`src/rtl/seg_scan_decoder.sv`:
```
// Multiplexed 7-segment scan decoder. The block debounces {control,display},
// decodes the tens and units digit slots, and publishes each new
// {tens,units} pair. A sequence check flags any pair that is not the BCD
// successor of the previously published pair.
module seg_scan_decoder #(
  parameter int unsigned STABLE_CYCLES = 4,
  parameter logic [3:0]  TENS_SEL      = 4'b0111,
  parameter logic [3:0]  UNITS_SEL     = 4'b1011
) (
  input  logic       clk,
  input  logic       reset,
  input  logic [7:0] display,
  input  logic [3:0] control,
  output logic [3:0] tens,
  output logic [3:0] units,
  output logic       valid,
  output logic       seg_err,
  output logic       seq_err
);

  localparam logic [7:0] STABLE_W = 8'(STABLE_CYCLES);

  typedef enum logic [1:0] {EMPTY, GOT_T, GOT_U, EMIT} state_e;

  typedef struct packed {
    logic       ok;
    logic [3:0] value;
  } digit_t;

  // Hex 7-segment pattern {a..g} to digit value; ok=0 for unknown patterns.
  function automatic digit_t seg_decode(input logic [6:0] pat);
    digit_t d;
    d.ok    = 1'b1;
    d.value = 4'h0;
    case (pat)
      7'b1111110: d.value = 4'h0;
      7'b0110000: d.value = 4'h1;
      7'b1101101: d.value = 4'h2;
      7'b1111001: d.value = 4'h3;
      7'b0110011: d.value = 4'h4;
      7'b1011011: d.value = 4'h5;
      7'b1011111: d.value = 4'h6;
      7'b1110000: d.value = 4'h7;
      7'b1111111: d.value = 4'h8;
      7'b1111011: d.value = 4'h9;
      7'b1110111: d.value = 4'hA;
      7'b0011111: d.value = 4'hB;
      7'b1001110: d.value = 4'hC;
      7'b0111101: d.value = 4'hD;
      7'b1001111: d.value = 4'hE;
      7'b1000111: d.value = 4'hF;
      default:    d.ok    = 1'b0;
    endcase
    return d;
  endfunction

  // Input sampling / stability stage
  logic [11:0] in_w;
  logic [11:0] sample_d, sample_q;
  logic [7:0]  cnt_d, cnt_q;
  logic        same_w;
  logic        acc_d, acc_q;
  // Accepted frame without the dp bit: {control, a..g}
  logic [10:0] frame_d, frame_q;

  // Capture / publish stage
  state_e      state_d, state_q;
  logic [3:0]  pend_t_d, pend_t_q;
  logic [3:0]  pend_u_d, pend_u_q;
  logic [3:0]  tens_d, tens_q;
  logic [3:0]  units_d, units_q;
  logic        published_d, published_q;
  logic        valid_d, valid_q;
  logic        seg_err_d, seg_err_q;
  logic        seq_err_d, seq_err_q;

  digit_t      dec_w;
  logic        sel_t_w, sel_u_w, cap_t_w, cap_u_w;
  logic [3:0]  succ_t_w, succ_u_w;

  // Stability counter: accept a frame once, when its run first reaches STABLE_CYCLES
  always_comb begin
    // NOTE: every _d signal gets a default first so no path can infer a latch.
    in_w     = {control, display};
    same_w   = (in_w == sample_q);
    sample_d = in_w;
    cnt_d    = 8'd1;
    if (same_w) begin
      cnt_d = (cnt_q == 8'hFF) ? cnt_q : cnt_q + 8'd1;
    end
    // A saturated run equal to the threshold must not re-accept every cycle.
    acc_d   = (cnt_d == STABLE_W) && (!same_w || (cnt_q != STABLE_W));
    frame_d = acc_d ? {control, display[7:1]} : frame_q;
  end

  // Sample, run-length and accepted-frame registers
  always_ff @(posedge clk or negedge reset) begin
    if (!reset) begin
      sample_q <= '0;
      cnt_q    <= '0;
      acc_q    <= 1'b0;
      frame_q  <= '0;
    end else begin
      // NOTE: non-blocking assignments so every flop sees pre-edge values.
      sample_q <= sample_d;
      cnt_q    <= cnt_d;
      acc_q    <= acc_d;
      frame_q  <= frame_d;
    end
  end

  // Decode the accepted frame and classify it as tens/units capture or error
  always_comb begin
    dec_w     = seg_decode(frame_q[6:0]);
    sel_t_w   = acc_q && (frame_q[10:7] == TENS_SEL);
    sel_u_w   = acc_q && (frame_q[10:7] == UNITS_SEL) && !sel_t_w;
    cap_t_w   = sel_t_w && dec_w.ok;
    cap_u_w   = sel_u_w && dec_w.ok;
    seg_err_d = (sel_t_w || sel_u_w) && !dec_w.ok;
  end

  // BCD modulo-100 successor of the last published pair
  always_comb begin
    succ_t_w = tens_q;
    succ_u_w = units_q + 4'd1;
    if (units_q >= 4'd9) begin
      succ_u_w = 4'd0;
      succ_t_w = (tens_q >= 4'd9) ? 4'd0 : tens_q + 4'd1;
    end
  end

  // Capture FSM next state, pending digits and publication outputs
  always_comb begin
    state_d     = state_q;
    pend_t_d    = pend_t_q;
    pend_u_d    = pend_u_q;
    tens_d      = tens_q;
    units_d     = units_q;
    published_d = published_q;
    valid_d     = 1'b0;
    seq_err_d   = 1'b0;
    case (state_q)
      EMPTY: begin
        if (cap_t_w) begin
          pend_t_d = dec_w.value;
          state_d  = GOT_T;
        end else if (cap_u_w) begin
          pend_u_d = dec_w.value;
          state_d  = GOT_U;
        end
      end
      GOT_T: begin
        if (cap_t_w) begin
          pend_t_d = dec_w.value;
        end else if (cap_u_w) begin
          pend_u_d = dec_w.value;
          state_d  = EMIT;
        end
      end
      GOT_U: begin
        if (cap_u_w) begin
          pend_u_d = dec_w.value;
        end else if (cap_t_w) begin
          pend_t_d = dec_w.value;
          state_d  = EMIT;
        end
      end
      EMIT: begin
        state_d = EMPTY;
        if (!published_q || ({pend_t_q, pend_u_q} != {tens_q, units_q})) begin
          tens_d      = pend_t_q;
          units_d     = pend_u_q;
          valid_d     = 1'b1;
          published_d = 1'b1;
          seq_err_d   = published_q &&
                        (({pend_t_q, pend_u_q} != {succ_t_w, succ_u_w}) ||
                         (pend_t_q > 4'd9) || (pend_u_q > 4'd9));
        end
      end
      default: state_d = EMPTY;
    endcase
  end

  // FSM, pending-digit and published-output registers
  always_ff @(posedge clk or negedge reset) begin
    if (!reset) begin
      state_q     <= EMPTY;
      pend_t_q    <= '0;
      pend_u_q    <= '0;
      tens_q      <= '0;
      units_q     <= '0;
      published_q <= 1'b0;
      valid_q     <= 1'b0;
      seg_err_q   <= 1'b0;
      seq_err_q   <= 1'b0;
    end else begin
      state_q     <= state_d;
      pend_t_q    <= pend_t_d;
      pend_u_q    <= pend_u_d;
      tens_q      <= tens_d;
      units_q     <= units_d;
      published_q <= published_d;
      valid_q     <= valid_d;
      seg_err_q   <= seg_err_d;
      seq_err_q   <= seq_err_d;
    end
  end

  assign tens    = tens_q;
  assign units   = units_q;
  assign valid   = valid_q;
  assign seg_err = seg_err_q;
  assign seq_err = seq_err_q;

endmodule

```
`config.mk`:
```
export PLATFORM = sky130hd
export DESIGN_NAME = seg_scan_decoder
export DESIGN_NICKNAME = d
export VERILOG_FILES = /design/src/rtl/seg_scan_decoder.sv
export SDC_FILE = /design/constraint.sdc
export NUM_CORES = 1
export LEC_CHECK = 0
export ABC_AREA = 0
export BUFFER_PORTS_ARGS = -buffer_cell sky130_fd_sc_hd__buf_2
export CAP_MARGIN = 20
export CORE_ASPECT_RATIO = 0.7
export CORE_MARGIN = 4
export CORE_UTILIZATION = 54
export DETAILED_ROUTE_END_ITERATION = 10
export PLACE_DENSITY = 0.79
export SLEW_MARGIN = 25
export SYNTH_ARGS = -nofsm -noshare
export SYNTH_HDL_FRONTEND = slang
export SYNTH_SLANG_ARGS = --single-unit
```
`constraint.sdc`:
```
create_clock -name clk -period 2.3 [get_ports clk]
set_clock_uncertainty 0.2 [all_clocks]
set_input_delay 0.46 -clock clk [delete_from_list [all_inputs] [get_ports clk]]
set_output_delay 0.46 -clock clk [all_outputs]
set_load 0.05 [all_outputs]
```
* Word level (Yosys, flattened, before mapping)
Index checks and enable logic that the tools add are counted.
Storage, ports and cells: register bits after elaboration 54
Operators by class: add/subtract/negate cells 3, order comparisons 4, eq/ne operators 33, multiplexer cells 24, reductions and logical operators 25
Operators by type and width (number):
- equality test 7 bit, second input constant | 12
- case mux 4 bit (15 select lines) | 1
- 2-to-1 mux 4 bit | 7
- equality test 7 x 6 -> 1 bit, second input constant | 3
- 2-to-1 mux 8 bit | 2
- != test 8 bit | 2
- case mux 4 bit (2 select lines) | 2
- OR reduction 16 bit | 1
- equality test 12 bit | 1
- 2-to-1 mux 2 bit | 6
- != test 2 bit, second input constant | 5
- adder 4 x 1 -> 4 bit, second input constant | 2
- adder 8 x 1 -> 8 bit, second input constant | 1
- equality test 8 x 3 -> 1 bit, second input constant | 1
- equality test 8 bit, second input constant | 1
- >= comparator 4 bit, second input constant | 2
- > comparator 4 bit, second input constant | 2
- logical AND 1 bit | 8
- != test 8 x 3 -> 1 bit, second input constant | 1
- case mux 2 bit (4 select lines) | 1
- equality test 7 x 5 -> 1 bit, second input constant | 1
- AND reduction 2 bit | 3
- logical OR 1 bit | 5
- 2-to-1 mux 1 bit | 5
- 10 further kinds | 14

* Depth between registers and ports, before layout
word-level depth 9, mapped depth 9, gate-level depth less buffers 8

* Least setup slack after synthesis
OpenSTA, ideal clock, no wires.
path type register to register, start register units_q[1] (netlist: units[1]), end register seq_err_q (netlist: seq_err), library setup time 0.145 ns, arrival 2.287 ns, slack -0.331 ns, cell stages (with the launch flop) 9, path buffers 0, clock period less this slack 2.631 ns, cell sequence dfrtp_1 inv_1 ha_1 or3b_1 a31oi_1 mux2i_1 a21oi_1 o32ai_1 a41oi_1
Between the ends: longest elaborated chain between the ends 8, elaborated cells on any way between the ends 12, classes of those cells add/sub (1); order compare (1); eq/ne (2); mux (4); reduce/logical (4)
RTL lines:
- start, declared | RTL line 71 | logic [3:0] units_d, units_q;
- start signal, assigned | RTL line 201 | units_q <= units_d;
- adder 4 x 1 -> 4 bit or >= comparator 4 bit (tied branches) | RTL line 125, 126
- 2-to-1 mux 4 bit | RTL line 126 | if (units_q >= 4'd9) begin
- != test 8 bit | RTL line 176 | (({pend_t_q, pend_u_q} != {succ_t_w, succ_u_w}) ||
- logical OR 1 bit | RTL line 176
- logical OR 1 bit | RTL line 177 | (pend_t_q > 4'd9) || (pend_u_q > 4'd9));
- logical AND 1 bit | RTL line 175 | seq_err_d = published_q &&
- 2-to-1 mux 1 bit (*) | RTL line 170 | if (!published_q || ({pend_t_q, pend_u_q} != {tens_q, units_q})) begin
- 2-to-1 mux 1 bit (*) | RTL line 142 | case (state_q)
- via seq_err_d | RTL line 75 | logic seq_err_d, seq_err_q;
- end signal, assigned | RTL line 205 | seq_err_q <= seq_err_d;
- end, declared | RTL line 75
The timed path passes the listed nets; every way through them passes the cells marked *. A chain may end at the register's enable or synchronous reset.

* Worst setup path after layout
start register frame_q[3], end register pend_u_q[0]
Between the ends: longest elaborated chain between the ends 7, elaborated cells on any way between the ends 26, classes of those cells eq/ne (17); mux (5); reduce/logical (4)
RTL lines:
- start, declared | RTL line 64 | logic [10:0] frame_d, frame_q;
- start signal, assigned | RTL line 108 | frame_q <= frame_d;
- equality test 7 bit, or another cell as far along | RTL line 35 | case (pat)
- OR reduction 16 bit (no source line)
- 2-to-1 mux 1 bit | RTL line 35
- logical AND 1 bit | RTL line 118 | cap_u_w = sel_u_w && dec_w.ok;
- 2-to-1 mux 4 bit | RTL line 147, 155, 161
- 2-to-1 mux 4 bit | RTL line 153 | if (cap_t_w) begin
- case mux 4 bit (2 select lines) | RTL line 142
- end signal, assigned | RTL line 199 | pend_u_q <= pend_u_d;
- end, declared | RTL line 69 | logic [3:0] pend_u_d, pend_u_q;
Several ways; a longest one is shown, not always the timed one. The select of a mux whose other input is x is not followed.

==> metrics <==
Port-buffer cells 24; Syn-to-layout area delta 33.0%; worst skew pair latency 320 ps; RSZ-0062 raised after global routing yes; peak supply drop 0.303 mV; Pint 1.22 mW; die height ~73 um; Yosys warnings 0; Residual DRC 0; Setup CP Type flip-flop to flip-flop; Req. time, crit path 2300 ps; crit share post-route 107%; vias in the first global route 2645; PD cells roughly 370 mW/mm2; nets@finish 436; crit start category flip-flop; final core utilization 75.4%; post-synthesis cell count between 300 and 400; Crit path arrival time 2460 ps; Sw Ratio 24.9%; LEAKAGE 2.03 nW; vias per std cell 5.72; Max Freq 0.407 GHz; Syn Area/Cell 10.6 um2; GP Congestion 0.897; area leader, netlist dfrtp_1; Seq/Total Area, Yosys ~40%; max cap viols 0; DP Wirelength 5.68 mm; Synth Cell Area 0.00329 mm2; top cells by area, synth dfrtp_1, mux2_4, xor2_1; crit path max fanout 7; Yosys cell types 61; GRT Overall Usage 22.4%; Finished Layout Cells 485; first drt pass iteration count 4; Final Hold Fails 0; Hold Path Class primary input to flip-flop; asr flop ratio synth 100%; FF+latch count, synth 54; EDFF count, synth 0; initial antenna violation count 0; worst rel slew slack 63.6%; ratio of cells with drive above 1 in the final layout 43.9%; Yosys top cell area share about 41%; violated checks negative setup slack; Clk network pwr share 35.4%; crit end category flip-flop; most common cell in the netlist dfrtp_1; dpl ws -248 ps; WL/cell 17.9 um; Rows 23; Tightest Pin Transition about 550 ps; synth cell count leaders dfrtp_1, nand2_1, xor2_1, inv_1; Final ANT Viol Nets 0; CTS H-tree depth 2; P_sw 405 uW; clock-pin slew on the worst setup and hold paths ~110 ps; Total Die Area 0.00743 mm2; largest net degree at the start of global routing 25; n_diodes 0; vias about 2.8k; Initial DRC Count 165; post-route worst setup slack -159 ps; clk sinks 54; I/O pin total 25; Syn Nets 338; Hold Path Stages 1; core region area ~0.0058 mm2; Post-Place Cells 465; final setup vio count 21; FF-to-FF path depth 7; predominant post-synthesis flop cell dfrtp_1; fin crit period around 2500 ps; Final Routed Wirelength around 8.7 mm; Starting Density a little under three fifths; CTS Buffer Depth 2; CTS tree done; layout filler cell count 366; Seq pwr share approximately 59%; total gr overflow 0; Die X 101 um; status complete, but fails checks; first-pass GRT wire length between 10 and 15 mm; Num CTS Buffers 5; CTS Root Cell clkbuf_8; Final Max Tran Viols 0; combinational cell fraction of total power 5.3%
-- path summary, 6_finish.rpt --
path | from | end | slack, ps
min in group asynchronous | reset | cnt_q[2] | 450
max | frame_q[3] | pend_u_q[0] | -160
max in group asynchronous | reset | cnt_q[0] | 880
min | display[0] | sample_q[0] | 70
min reg2reg | published_q | published_q | 300
max reg2reg | frame_q[3] | pend_u_q[0] | -160
-- worst max-delay path: stages (launching register included) --
cell and delay (ps):
dfrtp_2 480, and4b_4 230, and3_4 170, or3_4 340, a221oi_4 360, a2111oi_4 80, buf_4 190, mux2_4 300
-- cells in the final DEF (no fill, tap or decap), types with 12 or more instances in the layout --
cell type,synthesis,final
nand2_1,25,25
inv_1,15,13
ha_1,13,12
dfrtp_1,54,44
nor2_1,13,13
buf_4,0,74
o21ai_0,13,12
xor2_1,19,18
buf_2,4,24
mux2_4,12,20
-- cells by family after synthesis --
kind of cell,count (synthesis),synth area share (%)
multiplexers,28,10.8
flip-flops,54,41.0
AO/OA/AOI/OAI,61,14.1
buffers and inverters,29,3.91
AND/OR/NAND/NOR,98,17.8
adder cells (fa/ha/maj),13,4.94
XOR/XNOR,28,7.44
-- layer usage --
metal / up-vias / share of wire, % / wire length, um / global-route usage [%]
met5: - / 0 / 0 / 0
met4: 0 / 2.0 / 174 / 5.90
met3: 18 / 4.2 / 368 / 4.27
met2: 69 / 48 / 4170 / 36.7
met1: 1369 / 46 / 3960 / 30.7
li1: 1316 / - / - / -
-- repair_timing --
action | CTS | global route
setup endpoints to repair | 22 | 22
gates cloned | 0 | 1
hold buffers | 1 | 0
pin swaps | 3 | 5
setup buffers | 5 | 7
hold endpoints to repair | 19 | 0
gates resized for setup | 18 | 16
-- layout make-up --
type                    instances  area, um2  area share, %
inverters                      15       56.3           1.28
clock inverters                 3       28.8          0.657
multi-input cells             228       1980           45.1
flip-flops and latches         54       1360           31.1
repair buffers                105        793           18.1
well taps                      75       93.8           2.14
clock buffers                   5       68.8           1.57
-- state kept, by name (all words and copies together) (netlist names) --
signal and flops:
state_q 2, acc_q 1, sample_q 12, frame_q 11
seg_err 1, valid 1, tens 4, seq_err 1
published_q 1, pend_t_q 4, units 4, cnt_q 8
pend_u_q 4
-- through the flow --
| step | hold WS (ps) | cell area (um2) | power, mW | TNS (ps) |
|---|---|---|---|---|
| 2_1_floorplan | -35.6 | 3350 | 0.998 | -526 |
| 3_3_place_gp | 265 | 4030 | 1.06 | -3170 |
| 3_5_place_dp | 274 | 4030 | 1.06 | -4180 |
| 4_1_cts | 66.0 | 4240 | 1.63 | -1530 |
| 5_1_grt | 50.9 | 4380 | 1.68 | -3800 |
| 6_report | 71.2 | 4380 | 1.63 | -2480 |
-- power groups by stage --
| stage | clock network, mW | logic (mW) | registers, mW |
|---|---|---|---|
| floorplan | 0 | 0.0156 | 0.982 |
| global placement | 0 | 0.0760 | 0.982 |
| detailed placement | 0 | 0.0801 | 0.983 |
| CTS | 0.582 | 0.0818 | 0.964 |
| global route | 0.621 | 0.0950 | 0.966 |
| finish | 0.577 | 0.0868 | 0.965 |
No activity file was read; power rests on OpenSTA's default activity.
